## src/rtl/sram_stream_reader.sv

```systemverilog
// Streams len words from a single-port SRAM (1-cycle read latency) onto a valid/ready port.
// First out_valid two edges after start; a 3-entry FIFO plus credit gating absorbs consumer stalls losslessly.
module sram_stream_reader #(
  parameter int DW = 128,
  parameter int AW = 11
) (
  input  logic          CLK,
  input  logic          RESET_N,
  input  logic          start,
  input  logic [AW-1:0] start_addr,
  input  logic [AW:0]   len,
  output logic          busy,
  output logic          done,
  output logic          sram_cen,
  output logic          sram_wen,
  output logic [AW-1:0] sram_a,
  input  logic [DW-1:0] sram_q,
  output logic [DW-1:0] out_data,
  output logic          out_valid,
  input  logic          out_ready
);

  localparam logic [0:0]    S_IDLE   = 1'b0;
  localparam logic [0:0]    S_RUN    = 1'b1;
  localparam logic [AW:0]   CNT_ONE  = {{AW{1'b0}}, 1'b1};
  localparam logic [AW-1:0] ADDR_ONE = {{(AW-1){1'b0}}, 1'b1};

  logic [0:0]    state;
  logic [AW-1:0] addr;
  logic [AW-1:0] a_hold;
  logic [AW:0]   issue_cnt;
  logic [AW:0]   recv_cnt;
  logic          inflight;
  logic          zero_done;

  logic [DW-1:0] fifo_mem [3];
  logic [1:0]    wr_ptr;
  logic [1:0]    rd_ptr;
  logic [1:0]    fifo_count;

  logic          issue;
  logic          push;
  logic          pop;
  logic          last_pop;
  logic [2:0]    credit_use;

  // Issue is a function of registered state only, so out_ready never reaches the SRAM pins.
  assign credit_use = {1'b0, fifo_count} + {2'b00, inflight};
  assign issue      = (state == S_RUN) && (issue_cnt != '0) && (credit_use < 3'd3);
  assign push       = inflight;
  assign out_valid  = (fifo_count != 2'd0);
  assign out_data   = fifo_mem[rd_ptr];
  assign pop        = out_valid && out_ready;
  assign last_pop   = (state == S_RUN) && pop && (recv_cnt == CNT_ONE);
  assign done       = last_pop || zero_done;
  assign busy       = (state == S_RUN);
  assign sram_cen   = ~issue;
  assign sram_wen   = 1'b1;
  assign sram_a     = issue ? addr : a_hold;

  function automatic logic [1:0] ptr_next(input logic [1:0] p);
    return (p == 2'd2) ? 2'd0 : p + 2'd1;
  endfunction

  always_ff @(posedge CLK or negedge RESET_N) begin
    if (!RESET_N) begin
      state     <= S_IDLE;
      addr      <= '0;
      a_hold    <= '0;
      issue_cnt <= '0;
      recv_cnt  <= '0;
      inflight  <= 1'b0;
      zero_done <= 1'b0;
    end else begin
      zero_done <= 1'b0;
      inflight  <= issue;
      case (state)
        S_IDLE: begin
          if (start) begin
            if (len != '0) begin
              addr      <= start_addr;
              issue_cnt <= len;
              recv_cnt  <= len;
              state     <= S_RUN;
            end else begin
              zero_done <= 1'b1;
            end
          end
        end
        default: begin
          if (issue) begin
            addr      <= addr + ADDR_ONE;
            a_hold    <= addr;
            issue_cnt <= issue_cnt - CNT_ONE;
          end
          if (pop) begin
            recv_cnt <= recv_cnt - CNT_ONE;
          end
          if (last_pop) begin
            state <= S_IDLE;
          end
        end
      endcase
    end
  end

  always_ff @(posedge CLK or negedge RESET_N) begin
    if (!RESET_N) begin
      for (int i = 0; i < 3; i++) begin
        fifo_mem[i] <= '0;
      end
      wr_ptr     <= 2'd0;
      rd_ptr     <= 2'd0;
      fifo_count <= 2'd0;
    end else begin
      if (push) begin
        fifo_mem[wr_ptr] <= sram_q;
        wr_ptr           <= ptr_next(wr_ptr);
      end
      if (pop) begin
        rd_ptr <= ptr_next(rd_ptr);
      end
      case ({push, pop})
        2'b10:   fifo_count <= fifo_count + 2'd1;
        2'b01:   fifo_count <= fifo_count - 2'd1;
        default: fifo_count <= fifo_count;
      endcase
    end
  end

endmodule

```

## config.mk

```make
export PLATFORM = sky130hd
export DESIGN_NAME = sram_stream_reader
export DESIGN_NICKNAME = d
export VERILOG_FILES = /design/src/rtl/sram_stream_reader.sv
export SDC_FILE = /design/constraint.sdc
export NUM_CORES = 1
export LEC_CHECK = 0
export ABC_CLOCK_PERIOD_IN_PS = 3000
export CORE_MARGIN = 1
export CORE_UTILIZATION = 49
export DETAILED_ROUTE_END_ITERATION = 6
export PLACE_DENSITY_LB_ADDON = 0.05
export SYNTH_ARGS = -nofsm -noshare
export SYNTH_HDL_FRONTEND = slang
export SYNTH_SLANG_ARGS = --single-unit
```

## constraint.sdc

```tcl
create_clock -name CLK -period 3 [get_ports CLK]
set_clock_uncertainty 0.2 [all_clocks]
set_input_delay 0.6 -clock CLK [delete_from_list [all_inputs] [get_ports CLK]]
set_output_delay 0.6 -clock CLK [all_outputs]
set_load 0.005 [all_outputs]
```

==> out/metrics.cfg <==
[drt]
viasPerCell = 5.584
drc_errors = 0
antenna_left = 0
top_layer = met5
drt-met1-wl_mm = 23.57
dr.first_iter.drc_count = 783
num_vias = 14151
dr_wl_met2_mm = 25.88
route.met3.wl_mm = 3.176
wl_per_cell_um = 21.33
firstDrtPassIters = 4
drt-total-wl_mm = 54.05

[logic_synthesis]
ys_seq_area_share_pct = 55.37
synth_top_family_by_area = multiplexers
synth_top_area_cell = dfrtp_1
synth_edf_count = 0
yosys.area.top_type_share_pct = 55.37
yosys.area_share.adder_pct = 0.4414
yosysWarnings = 0
synth_compound_area_share_pct = 6.331
mappedNetlistArea_um2 = 19840
synthTopCellsByArea = dfrtp_1, mux2_2, mux2i_1
netlist_instances = 1582
synth_xor_xnor_area_share_pct = 0.2207
synth_flop_cell = dfrtp_1
async_flop_share_pct = 100.0
synthMuxAreaShare_pct = 29.63
synthDistinctLibCells = 53
yosys.area_share.simple_pct = 5.543
synth_seq_cells = 439
syn-num-nets = 1744
synth_area_per_cell_um2 = 12.54

[sta]
max_slew_margin_pct = 56.94
worst_slew_pin_slew_ns = 0.6410
timing.final.hold_violations = 0
clock.fmax_ghz = 0.2785
finalHoldWorstSlack_ns = 0.3021
drv_slew = 0
period_minus_slack_ns = 3.591
setup_viol = 13
post-route-period-util_pct = 119.7
worst_slack_ns = -0.5907
rsz0062_at_grt = true

[run_status]
violations = negative setup slack
status = finished, violations left

[worst_setup_path]
worstSetupEndpointType = primary output
timing.rr.start = issue_cnt[7]
start_kind = flip-flop
path_max_fanout = 5
r2r_end = addr[0]
regToRegSetupSlack_ns = 0.09
reg2reg_depth = 10
required_ns = 2.20
crit_arrival_ns = 2.79
critical_path_class = flip-flop to primary output

[cells_and_area]
fin_nets = 2134
multi_input_area_um2 = 8612
num-fill-cells = 3058
area_growth_pct = 33.10
regArea_um2 = 10990
drive_above_1_share_pct = 38.80
fin_util_pct = 66.32

[floorplanning]
core_area_um2 = 39820
rows = 73
ioPinCount = 299
dieArea_um2 = 41300
start_util_pct = 49.82
die_w_um = 203.2
die_h_um = 203.2

[cts]
htreeDepth = 2
cts_buffers = 48
cts_buffer_depth = 3
cts.clk_slew.worst_paths_ns = 0.06
cts_root_buf = clkbuf_16
cts_sinks = 439
cts_tree = done
clk_latency_ns = 0.58

[worst_hold_path]
hp-class = flip-flop to flip-flop
hold_start = fifo_mem[22]
hold_end = fifo_mem[22]
hold_depth = 1

[run]
drv_cap = 0

[placed_design]
io_buffers = 297
place_congestion = 0.8585
place_hpwl_mm = 30.57

[global_routing]
grt_pass1_vias = 14755
grt_pass1_wl_mm = 84.06
grt.total_usage_pct = 26.43
antenna_found_initial = 7
gr-total-overflow = 0
grt_max_degree = 79

[power]
p_leak_nw = 11.47
power.density_nw_per_um2 = 1236
vdd_drop_max_v = 0.0007120

[synth_stat cells (4+ instances only)]
cell and n:
a21o_1 5, a21oi_1 24, buf_1 7, buf_2 5, clkbuf_1 90, dfrtp_1 439, ha_1 7, inv_1 15
mux2_2 402, mux2i_1 135, nand2_1 151, nand2b_1 5, nand3_1 12, nand4_1 8, nor2_1 21, nor3_1 21
nor4_1 7, o21ai_0 159, o221a_2 4, o22ai_1 11, o32ai_1 7, or3_1 4, xnor2_1 4
[state kept, by name (all words and copies together) (netlist names)]
register,flops
fifo_mem,384
issue_cnt,12
recv_cnt,12
a_hold,11
addr,11
fifo_count,2
rd_ptr,2
wr_ptr,2
busy,1
inflight,1
zero_done,1
[stage by stage]
stage,setup WS (ns),cells,TNS [ns],instance area (µm²),power (mW)
after global routing,-0.6377,2533,-7.374,26410,34.64
after CTS,-0.6465,2526,-7.838,26300,32.55
after detailed placement,-0.2342,2378,-2.586,23990,25.95
after global placement,-0.2042,2378,-2.255,23990,25.55
final,-0.5907,2534,-6.431,26410,32.63
after floorplan,0.03695,1582,0,19930,19.22
[worst max-delay path: stages, from the launching register on]
cell	delay, ns
dfrtp_1	0.39
or4_4	0.56
or4_4	0.62
nand2_8	0.12
buf_4	0.11
mux2_4	0.28
buf_2	0.13
[how the worst max path moves through the flow]
| stage | from | end | slack, ns | cells after the start |
|---|---|---|---|---|
| floorplan | issue_cnt[0] | sram_a[0] | 0.04 | 9 |
| global placement | out_ready | done | -0.20 | 7 |
| detailed placement | issue_cnt[7] | sram_a[8] | -0.23 | 5 |
| CTS | issue_cnt[0] | sram_a[10] | -0.65 | 8 |
| global route | issue_cnt[7] | sram_a[10] | -0.64 | 6 |
| finish | issue_cnt[7] | sram_a[8] | -0.59 | 6 |
[report_power, final]
| part | switching [mW] | internal, mW |
|---|---|---|
| logic | 7.32 | 9.20 |
| clock network | 2.31 | 3.27 |
| registers | 1.56 | 8.98 |
| total | 11.2 | 21.4 |
[layer usage]
metal / up-vias / track usage, %
li1: 6465 / -
met1: 7249 / 35.03
met2: 343 / 42.82
met3: 88 / 5.801
met4: 6 / 9.291
met5: - / 0
[cell usage in the layout, fill, tap and decap left out, drive strengths merged, types with 21 or more instances in the layout]
cell and instances:
nor2 21, dfrtp 439, a21oi 24, mux2 402
nand2 154, nor3 21, buf 214, mux2i 135
clkdlybuf4s15 27, clkdlybuf4s50 155, o21ai 160, clkbuf 106
[cell families after synthesis]
group,count (synthesis)
AO/OA/AOI/OAI,226
XOR/XNOR,5
AND/OR/NAND/NOR,246
buffers and inverters,121
other,1
multiplexers,537
flip-flops,439
adder cells (fa/ha/maj),7
[area by class of cell]
class / instances / area share (%)
clock buffer: 79 / 5.486
clock inverter: 4 / 0.1042
tap: 525 / 2.487
sequential: 439 / 41.63
antenna: 4 / 0.03790
timing repair buffer: 444 / 17.43
inverter: 15 / 0.2132
multi-input combinational: 1024 / 32.61
[what timing repair did]
item | 4_1_cts | 5_1_grt
hold buffers | 1 | 0
pin swaps | 12 | 11
cloned | 21 | 2
resized for setup | 488 | 135
endpoints found under the hold margin | 48 | 0
endpoints found under the setup margin | 141 | 103
buffers inserted | 44 | 6
No activity file was read; power rests on OpenSTA's default activity.
